**src/rtl/uart_rx_if.sv**
```systemverilog
// Receive-side byte handshake between uart_rx and its consumer.
//   data_out        received byte, stable while data_out_valid is high
//   data_out_valid  a byte is available
//   data_out_ready  consumer accepts; transfer on a clk edge when valid && ready
// master: the receiver (drives byte and valid). slave: the consumer (drives ready).
interface uart_rx_if;
    logic [7:0] data_out;
    logic       data_out_valid;
    logic       data_out_ready;

    modport master (
        output data_out,
        output data_out_valid,
        input  data_out_ready
    );

    modport slave (
        input  data_out,
        input  data_out_valid,
        output data_out_ready
    );
endinterface

```
**src/rtl/uart_rx.sv**
```systemverilog
// uart_rx: 8N1 UART receiver, counterpart of uart_tx.
// The asynchronous rx line passes through a 2-flop synchroniser. Each bit is sampled
// once at its centre, and the bits are assembled LSB first. Completed bytes go to the
// core over a valid/ready handshake.
// Optional build macro UART_RX_FIFO_EN: replaces the single holding register with a
// FIFO_DEPTH-entry FIFO.
// Ports:
//   clk        system clock, all logic on posedge
//   rst_n      asynchronous active-low reset
//   rx         serial input, idles high, asynchronous to clk
//   bus        uart_rx_if.master: data_out / data_out_valid / data_out_ready
//   frame_err  one-cycle pulse, stop bit sampled low (byte discarded)
//   overrun    one-cycle pulse, completed byte dropped because no storage is free
// Parameters:
//   CLKS_PER_BIT  clk cycles per bit, >= 8
//   FIFO_DEPTH    FIFO entries, power of 2 >= 2 (only used with UART_RX_FIFO_EN)
module uart_rx #(
    parameter int unsigned CLKS_PER_BIT = 104,
    parameter int unsigned FIFO_DEPTH   = 4
) (
    input  logic     clk,
    input  logic     rst_n,
    input  logic     rx,
    uart_rx_if.master bus,
    output logic     frame_err,
    output logic     overrun
);

    localparam int unsigned CNT_W = $clog2(CLKS_PER_BIT);

    localparam logic [CNT_W-1:0] HALF_LAST = CNT_W'(CLKS_PER_BIT / 2 - 1);
    localparam logic [CNT_W-1:0] BIT_LAST  = CNT_W'(CLKS_PER_BIT - 1);

    localparam logic [2:0] S_IDLE      = 3'd0;
    localparam logic [2:0] S_START     = 3'd1;
    localparam logic [2:0] S_DATA      = 3'd2;
    localparam logic [2:0] S_STOP      = 3'd3;
    localparam logic [2:0] S_WAIT_IDLE = 3'd4;

    // Elaboration-time parameter sanity checks
    if (CLKS_PER_BIT < 8) begin : g_bad_cpb
        $error("uart_rx: CLKS_PER_BIT must be >= 8");
    end
    if ((FIFO_DEPTH < 2) || ((FIFO_DEPTH & (FIFO_DEPTH - 1)) != 0)) begin : g_bad_depth
        $error("uart_rx: FIFO_DEPTH must be a power of 2 >= 2");
    end

    logic             rx_meta;
    logic             rxs;
    logic [2:0]       state;
    logic [2:0]       state_nxt;
    logic [CNT_W-1:0] cnt;
    logic [CNT_W-1:0] cnt_nxt;
    logic [2:0]       bit_idx;
    logic [2:0]       bit_idx_nxt;
    logic [7:0]       shift;
    logic [7:0]       shift_nxt;
    logic             commit_c;
    logic             ferr_c;
    logic             ovr_c;

    // Two-flop synchroniser; idles high so reset does not look like a start bit
    always_ff @(posedge clk or negedge rst_n) begin
        if (!rst_n) begin
            rx_meta <= 1'b1;
            rxs     <= 1'b1;
        end else begin
            rx_meta <= rx;
            rxs     <= rx_meta;
        end
    end

    // Frame FSM and datapath registers
    always_ff @(posedge clk or negedge rst_n) begin
        if (!rst_n) begin
            state     <= S_IDLE;
            cnt       <= '0;
            bit_idx   <= '0;
            shift     <= '0;
            frame_err <= 1'b0;
            overrun   <= 1'b0;
        end else begin
            state     <= state_nxt;
            cnt       <= cnt_nxt;
            bit_idx   <= bit_idx_nxt;
            shift     <= shift_nxt;
            frame_err <= ferr_c;
            overrun   <= ovr_c;
        end
    end

    // Next-state logic: sample at mid start bit, then every bit period at bit centres
    always_comb begin
        state_nxt   = state;
        cnt_nxt     = cnt;
        bit_idx_nxt = bit_idx;
        shift_nxt   = shift;
        commit_c    = 1'b0;
        ferr_c      = 1'b0;
        case (state)
            S_IDLE: begin
                if (!rxs) begin
                    state_nxt = S_START;
                    cnt_nxt   = '0;
                end
            end
            S_START: begin
                if (cnt == HALF_LAST) begin
                    if (!rxs) begin
                        state_nxt   = S_DATA;
                        cnt_nxt     = '0;
                        bit_idx_nxt = '0;
                    end else begin
                        // Start bit vanished before its centre: treat as a glitch
                        state_nxt = S_IDLE;
                    end
                end else begin
                    cnt_nxt = cnt + CNT_W'(1);
                end
            end
            S_DATA: begin
                if (cnt == BIT_LAST) begin
                    cnt_nxt   = '0;
                    shift_nxt = {rxs, shift[7:1]};
                    if (bit_idx == 3'd7) begin
                        state_nxt = S_STOP;
                    end else begin
                        bit_idx_nxt = bit_idx + 3'd1;
                    end
                end else begin
                    cnt_nxt = cnt + CNT_W'(1);
                end
            end
            S_STOP: begin
                // Leave at mid stop bit so a back-to-back start edge is not missed
                if (cnt == BIT_LAST) begin
                    cnt_nxt = '0;
                    if (rxs) begin
                        commit_c  = 1'b1;
                        state_nxt = S_IDLE;
                    end else begin
                        ferr_c    = 1'b1;
                        state_nxt = S_WAIT_IDLE;
                    end
                end else begin
                    cnt_nxt = cnt + CNT_W'(1);
                end
            end
            S_WAIT_IDLE: begin
                // A held-low line (break) must not be taken as a new start bit
                if (rxs) begin
                    state_nxt = S_IDLE;
                end
            end
            default: begin
                state_nxt = S_IDLE;
            end
        endcase
    end

`ifdef UART_RX_FIFO_EN
    localparam int unsigned AW = $clog2(FIFO_DEPTH);
    localparam int unsigned PW = AW + 1;

    logic [7:0]    mem [FIFO_DEPTH];
    logic [PW-1:0] wr_ptr;
    logic [PW-1:0] rd_ptr;
    logic          empty_c;
    logic          full_c;
    logic          pop_c;
    logic          push_c;

    // Extra pointer MSB distinguishes full from empty when the indices match
    assign empty_c = (wr_ptr == rd_ptr);
    assign full_c  = (wr_ptr[AW] != rd_ptr[AW]) && (wr_ptr[AW-1:0] == rd_ptr[AW-1:0]);
    assign pop_c   = !empty_c && bus.data_out_ready;
    // A pop in the same cycle frees a slot, so a commit while full still fits
    assign push_c  = commit_c && (!full_c || pop_c);
    assign ovr_c   = commit_c && full_c && !pop_c;

    // Receive FIFO storage and pointers
    always_ff @(posedge clk or negedge rst_n) begin
        if (!rst_n) begin
            wr_ptr <= '0;
            rd_ptr <= '0;
            for (int i = 0; i < int'(FIFO_DEPTH); i++) begin
                mem[i] <= '0;
            end
        end else begin
            if (push_c) begin
                mem[wr_ptr[AW-1:0]] <= shift;
                wr_ptr              <= wr_ptr + PW'(1);
            end
            if (pop_c) begin
                rd_ptr <= rd_ptr + PW'(1);
            end
        end
    end

    assign bus.data_out       = mem[rd_ptr[AW-1:0]];
    assign bus.data_out_valid = !empty_c;
`else
    logic [7:0] hold_q;
    logic       hold_vld_q;

    // Only a byte still unaccepted this cycle blocks the new one
    assign ovr_c = commit_c && hold_vld_q && !bus.data_out_ready;

    // Single holding register
    always_ff @(posedge clk or negedge rst_n) begin
        if (!rst_n) begin
            hold_q     <= '0;
            hold_vld_q <= 1'b0;
        end else if (commit_c && !ovr_c) begin
            hold_q     <= shift;
            hold_vld_q <= 1'b1;
        end else if (hold_vld_q && bus.data_out_ready) begin
            hold_vld_q <= 1'b0;
        end
    end

    assign bus.data_out       = hold_q;
    assign bus.data_out_valid = hold_vld_q;
`endif

endmodule

```
**src/flat_wrapper.sv**
```systemverilog
// flat-port wrapper written by rule: the top's interface ports become plain ports
module uart_rx_flat 
#(
    parameter int unsigned CLKS_PER_BIT = 104,
    parameter int unsigned FIFO_DEPTH   = 4
)
  (clk, rst_n, rx, frame_err, overrun, bus_data_out, bus_data_out_valid, bus_data_out_ready);
  uart_rx_if bus_i ();
  input  logic clk;
  input  logic rst_n;
  input  logic rx;
  output logic frame_err;
  output logic overrun;
  output wire logic [$bits(bus_i.data_out)-1:0] bus_data_out;
  output wire logic [$bits(bus_i.data_out_valid)-1:0] bus_data_out_valid;
  input wire logic [$bits(bus_i.data_out_ready)-1:0] bus_data_out_ready;
  assign bus_data_out = bus_i.data_out;
  assign bus_data_out_valid = bus_i.data_out_valid;
  assign bus_i.data_out_ready = bus_data_out_ready;
  uart_rx #(.CLKS_PER_BIT(CLKS_PER_BIT), .FIFO_DEPTH(FIFO_DEPTH)) u_core (.clk(clk), .rst_n(rst_n), .rx(rx), .bus(bus_i), .frame_err(frame_err), .overrun(overrun));
endmodule
```
**config.mk**
```make
export PLATFORM = sky130hd
export DESIGN_NAME = uart_rx_flat
export DESIGN_NICKNAME = d
export VERILOG_FILES = /design/src/rtl/uart_rx_if.sv /design/src/rtl/uart_rx.sv /design/src/flat_wrapper.sv
export SDC_FILE = /design/constraint.sdc
export NUM_CORES = 1
export LEC_CHECK = 0
export ABC_AREA = 1
export CAP_MARGIN = 20
export CORE_MARGIN = 4
export CORE_UTILIZATION = 59
export CTS_BUF_LIST = sky130_fd_sc_hd__clkbuf_4
export DETAILED_ROUTE_END_ITERATION = 7
export PLACE_DENSITY = 0.82
export SYNTH_ARGS = -nofsm -noshare
export SYNTH_HDL_FRONTEND = slang
export SYNTH_SLANG_ARGS = --single-unit
```
**constraint.sdc**
```tcl
create_clock -name clk -period 1.5 [get_ports clk]
set_input_delay 0.15 -clock clk [delete_from_list [all_inputs] [get_ports clk]]
set_output_delay 0.15 -clock clk [all_outputs]
set_load 0.1 [all_outputs]
```
; Yosys cells after proc, flatten, opt, wreduce, memory -nomap -nowiden
; Cells that the tools add are included.
[word_totals]
word_cells = 67
output_inout_bits = 11
register_bits = 34
input_bits = 4
[classes]
n_addsub = 2
eq_ne = 15
n_mux = 26
reduce_logical = 14
[ops]
columns = operator, n
row1 = 3-bit 2-to-1 mux, 11
row2 = 7-bit 2-to-1 mux, 3
row3 = 7-bit one-hot mux with 3 select lines, 1
row4 = 3-bit one-hot mux with 5 select lines, 1
row5 = 2-bit by 1-bit inequality test with 1-bit output (second input constant), 5
row6 = 1-bit 2-to-1 mux, 8
row7 = 7-bit by 1-bit adder with 7-bit output (second input constant), 1
row8 = 7-bit by 6-bit == test with 1-bit output (second input constant), 1
row9 = 7-bit == test (second input constant), 1
row10 = 3-bit by 2-bit == test with 1-bit output (second input constant), 2
row11 = 3-bit == test (second input constant), 2
row12 = 2-bit inequality test (second input constant), 3
row13 = 3-bit one-hot mux with 2 select lines, 1
row14 = 6-bit AND reduction, 1
row15 = 5-bit AND reduction, 1
row16 = 1-bit logical AND, 4
row17 = 2-bit nonzero test, 2
row18 = 3-bit by 1-bit adder with 3-bit output (second input constant), 1
row19 = 3-bit by 1-bit == test with 1-bit output (second input constant), 1
row20 = 3-bit zero test, 1
row21 = 3-bit nonzero test, 1
row22 = 1-bit zero test, 2
row23 = 2-bit 2-to-1 mux, 1
row24 = 2-bit AND reduction, 1
row25 = 2-bit OR reduction, 1

; Longest topological paths before layout
[depth]
depth_word = 8
ltp_mapped = 9
depth_no_buf = 9

; Least setup slack after synthesis
; OpenSTA, ideal clock, no wires.
[synth_path]
path_kind = register -> register
start = register u_core.hold_vld_q, in the netlist u_core.bus.data_out_valid
end = register u_core.overrun
t_required_ps = 1399
path_buffers = 1
period_less_slack_ps = 1709
setup_time_ps = 101
path_slack_ps = -209
arrival_ps = 1608
stages_incl_launch_ff = 4
path_cell_list = dfrtp_1 -> nand2_1 -> buf_1 -> nor4_1
[synth_via]
elab_chain_cells = 2
[synth_lines]
columns = item, line_no
row1 = from (decl), uart_rx.sv:204  ; logic hold_vld_q;
row2 = from (signal assigned), uart_rx.sv:213  ; hold_vld_q <= 1'b0;
row3 = from (signal assigned), uart_rx.sv:216  ; hold_vld_q <= 1'b1;
row4 = from (signal assigned), uart_rx.sv:218  ; hold_vld_q <= 1'b0;
row5 = 1-bit logical AND (2 in a row), uart_rx.sv:207  ; assign ovr_c = commit_c && hold_vld_q && !bus.data_out_ready;
row6 = named net u_core.ovr_c, uart_rx.sv:60  ; logic ovr_c;
row7 = to (signal assigned), uart_rx.sv:88  ; overrun <= ovr_c;
row8 = to (decl), uart_rx.sv:26  ; output logic overrun
; The timed path passes the listed nets, and every way through them passes these cells.
; A chain may end at the register's enable or synchronous reset.

; Worst setup path in the final report
[layout_path]
start = register u_core.cnt[1]
end = register u_core.hold_q[3], in the netlist u_core.bus.data_out[3]
[layout_via]
elab_chain_cells = 7
[layout_lines]
columns = item, line_no
row1 = from (decl), uart_rx.sv:52  ; logic [CNT_W-1:0] cnt;
row2 = from (signal assigned), uart_rx.sv:84  ; cnt <= cnt_nxt;
row3 = 7-bit == test (*), uart_rx.sv:136  ; if (cnt == BIT_LAST) begin
row4 = 1-bit 2-to-1 mux (*), uart_rx.sv:136
row5 = 1-bit 2-to-1 mux (*), uart_rx.sv:100  ; case (state)
row6 = 1-bit logical AND (2 in a row), uart_rx.sv:207
row7 = 1-bit zero test, uart_rx.sv:214  ; end else if (commit_c && !ovr_c) begin
row8 = 1-bit logical AND (*), uart_rx.sv:214
row9 = to (signal assigned), uart_rx.sv:215  ; hold_q <= shift;
row10 = to (decl), uart_rx.sv:203  ; logic [7:0] hold_q;
; Every way passes the cells marked *; elsewhere a longest branch is shown, timed or not.

==> flow_metrics.env <==
export IMPL_yosys_warnings=0
export IMPL_fin_skew_ns=0.0214
export IMPL_grt_total_usage_pct=22.8
export IMPL_fin_cells=262
export IMPL_critical_path_class="reg -> reg"
export IMPL_clockRootBuffer="clkbuf_4"
export IMPL_synthCells=200
export IMPL_power_density_nw_per_um2=680
export IMPL_tritoncts="built"
export IMPL_cpPeakStageDelay_ns=0.41
export IMPL_ios=15
export IMPL_worstPathCellList="ha_4 > nand2_2 > nor2_4 > nand2_4 > nor3_4 > buf_6 > nand3_2 > nand2_1"
export IMPL_dpl_instance_area_um2=1990
export IMPL_slew_headroom_pct=72.8
export IMPL_ys_seq_area_share_pct=51.8
export IMPL_highest_layer="met4"
export IMPL_route_detailed_drc=0
export IMPL_num_vias=1505
export IMPL_syn_num_nets=207
export IMPL_leakagePower_nw=1.15
export IMPL_dp_cells=250
export IMPL_final_layout_size_suffix_gt1_share_pct=26.3
export IMPL_clock_latency_ns=0.35
export IMPL_wl_met2_mm=2.05
export IMPL_ir_drop_mv=0.752
export IMPL_htreeDepth=2
export IMPL_holdCritPathClass="in -> async"
export IMPL_synth_area_um2=1650
export IMPL_overflow=0
export IMPL_endpoint_kind="flip-flop"
export IMPL_path_max_fanout=8
export IMPL_wl_mm=3.90
export IMPL_wl_met3_um=215
export IMPL_avgViaCountPerCell=5.74
export IMPL_grt_max_degree=35
export IMPL_row_count=18
export IMPL_port_buffers=14
export IMPL_finalInstanceArea_um2=2180
export IMPL_place_hpwl_mm=2.61
export IMPL_status="finished, final reports clean"
export IMPL_clockBufferDepth=2
export IMPL_synth_avg_cell_area_um2=8.24
export IMPL_routedWlPerCell_um=14.9
export IMPL_cts_buffers=5
export IMPL_cp_data_arrival_time_ns=1.73
export IMPL_crit_path_start_kind="flip-flop"
export IMPL_ys_types=25
export IMPL_crit_path_top_delay_cell="dfrtp_1"
export IMPL_slew_violations=0
export IMPL_ant_nets=0
export IMPL_fmax_ghz=0.699
export IMPL_period_minus_slack_ns=1.43
export IMPL_grt_pass1_wl_mm=6.13
export IMPL_fp_dieW_um=60.9
export IMPL_syn_to_final_growth_pct=32.2
export IMPL_cts_sinks=34
export IMPL_first_pass_iters=4
export IMPL_cts_reportedPaths_clkPinSlew_ns=0.11
export IMPL_worstMarginPinSlew_ns=0.405
export IMPL_initial_core_util_pct=64.2
export IMPL_cts_hold_buf=0
export IMPL_gp_congestion=0.796
export IMPL_fp_dieH_um=60.9
export IMPL_ys_seq_elements=34
export IMPL_antenna_cells=0
export IMPL_grt_setup_unrepaired="true"
export IMPL_met1Wirelength_mm=1.54
export IMPL_antenna_found_initial=0
export IMPL_dieArea_um2=3700
export IMPL_drv_cap=0
export IMPL_setup_viol=0
export IMPL_fin_setup_tns_ns=0
export IMPL_final_nets=238
export IMPL_cp_required_ns=1.80
export IMPL_grt_pass1_vias=1375
export IMPL_post_route_period_util_pct=95.4
export IMPL_core_um2=2570
export IMPL_drt_iter0_drc=109
export IMPL_hold_viol=0
-- through the flow --
| stage | util, % | setup WS (ns) | hold slack (ns) | power, W |
|---|---|---|---|---|
| global placement | 77.7 | 0.0601 | 0.353 | 0.000985 |
| global route | 84.8 | -0.0337 | 0.168 | 0.00155 |
| floorplan | - | 0.0882 | -0.146 | 0.000950 |
| CTS | 80.1 | -0.00925 | 0.155 | 0.00149 |
| finish | 84.8 | 0.0687 | 0.158 | 0.00148 |
| detailed placement | 77.7 | -0.00388 | 0.352 | 0.000986 |
-- area by class of cell --
class                           instances  area [um^2]
Sequential cell                        34          855
Multi-Input combinational cell        146          803
Fill cell                             140          389
Timing Repair Buffer                   26          357
Inverter                               18         71.3
Clock buffer                            6         45.0
Tap cell                               30         37.5
Clock inverter                          2         10.0
-- registers in the layout (all words and copies together) (netlist names) --
name and flops:
u_core.rxs 1, u_core.cnt 7, u_core.bit_idx 3, u_core.frame_err 1
u_core.bus.data_out_valid 1, u_core.bus.data_out 8, u_core.rx_meta 1, u_core.shift 8
u_core.overrun 1, u_core.state 3
-- per-layer routing --
metal	track usage, %	vias up
met1	26.8	720
met2	37.1	60
li1	-	712
met4	10.8	0
met3	8.09	13
met5	0	-
-- worst max-delay path: cells and delay by family (launching register included) --
kind | cells | cell delay [ns]
adders and majority gates | 1 | 0.16
buffers and inverters | 1 | 0.16
DFF | 1 | 0.41
and+or+nand+nor | 6 | 0.66
-- path summary, 6_finish.rpt --
path                                           start                                  to  slack (ns)  cells after the start
max                        u_core.cnt[1]$_DFFE_PN0P_  u_core.bus.data_out[3]$_DFFE_PN0P_        0.07                      8
min                                            rst_n  u_core.bus.data_out[6]$_DFFE_PN0P_        0.16                      2
max reg2reg                u_core.cnt[1]$_DFFE_PN0P_  u_core.bus.data_out[3]$_DFFE_PN0P_        0.07                      8
min reg2reg                 u_core.rx_meta$_DFF_PN1_                u_core.rxs$_DFF_PN1_        0.37                      0
max in group asynchronous                      rst_n            u_core.rx_meta$_DFF_PN1_        1.07                      2
min in group clk                                  rx            u_core.rx_meta$_DFF_PN1_        0.22                      1
-- where the power goes --
| group | total, W | switching [W] | internal [W] |
|---|---|---|---|
| Combinational | 0.0000487 | 0.0000308 | 0.0000178 |
| Clock | 0.000510 | 0.000313 | 0.000196 |
| Sequential | 0.000922 | 0.00000128 | 0.000921 |
| Total | 0.00148 | 0.000346 | 0.00114 |
-- synth_stat cells, drive strengths merged --
master	count	share of area, %
o21ai	4	1.2
nor3	3	1.6
o21bai	2	0.91
buf	2	0.91
nand4	9	4.3
dfstp	2	3.2
dfrtp	32	49
o211ai	1	0.46
clkinv	1	0.30
xor2	1	0.53
ha	3	2.3
inv	17	3.9
nor2	18	4.6
nand2	74	17
nor4	1	0.38
nand3b	1	0.46
o31ai	1	0.46
nand3	28	8.5
-- what timing repair did --
item	CTS	global route
resized for setup	3	22
pin swaps	0	7
setup buffers	0	4
endpoints found under the setup margin	5	26
-- cells by family after synthesis --
family                   share of synthesized area [%]
AO/OA/AOI/OAI                                     3.04
XOR/XNOR                                         0.532
adder cells (fa/ha/maj)                           2.28
buffers and inverters                             5.09
flip-flops                                        51.8
AND/OR/NAND/NOR                                   37.3
-- placed cells by master, fill, tap and decap left out, types with 2 or more instances in the layout --
master	count
nor3_1	2
clkbuf_4	6
clkinv_2	3
clkdlybuf4s50_1	3
nand2_2	8
nand3_1	22
nand2_4	4
dfstp_2	2
nor2_4	2
buf_4	10
nand4_1	8
dfrtp_1	31
nand2_1	62
o21ai_1	3
nor2_1	16
nand3_2	6
buf_12	12
inv_1	15
o21bai_1	2
No activity file was read; power rests on OpenSTA's default activity.
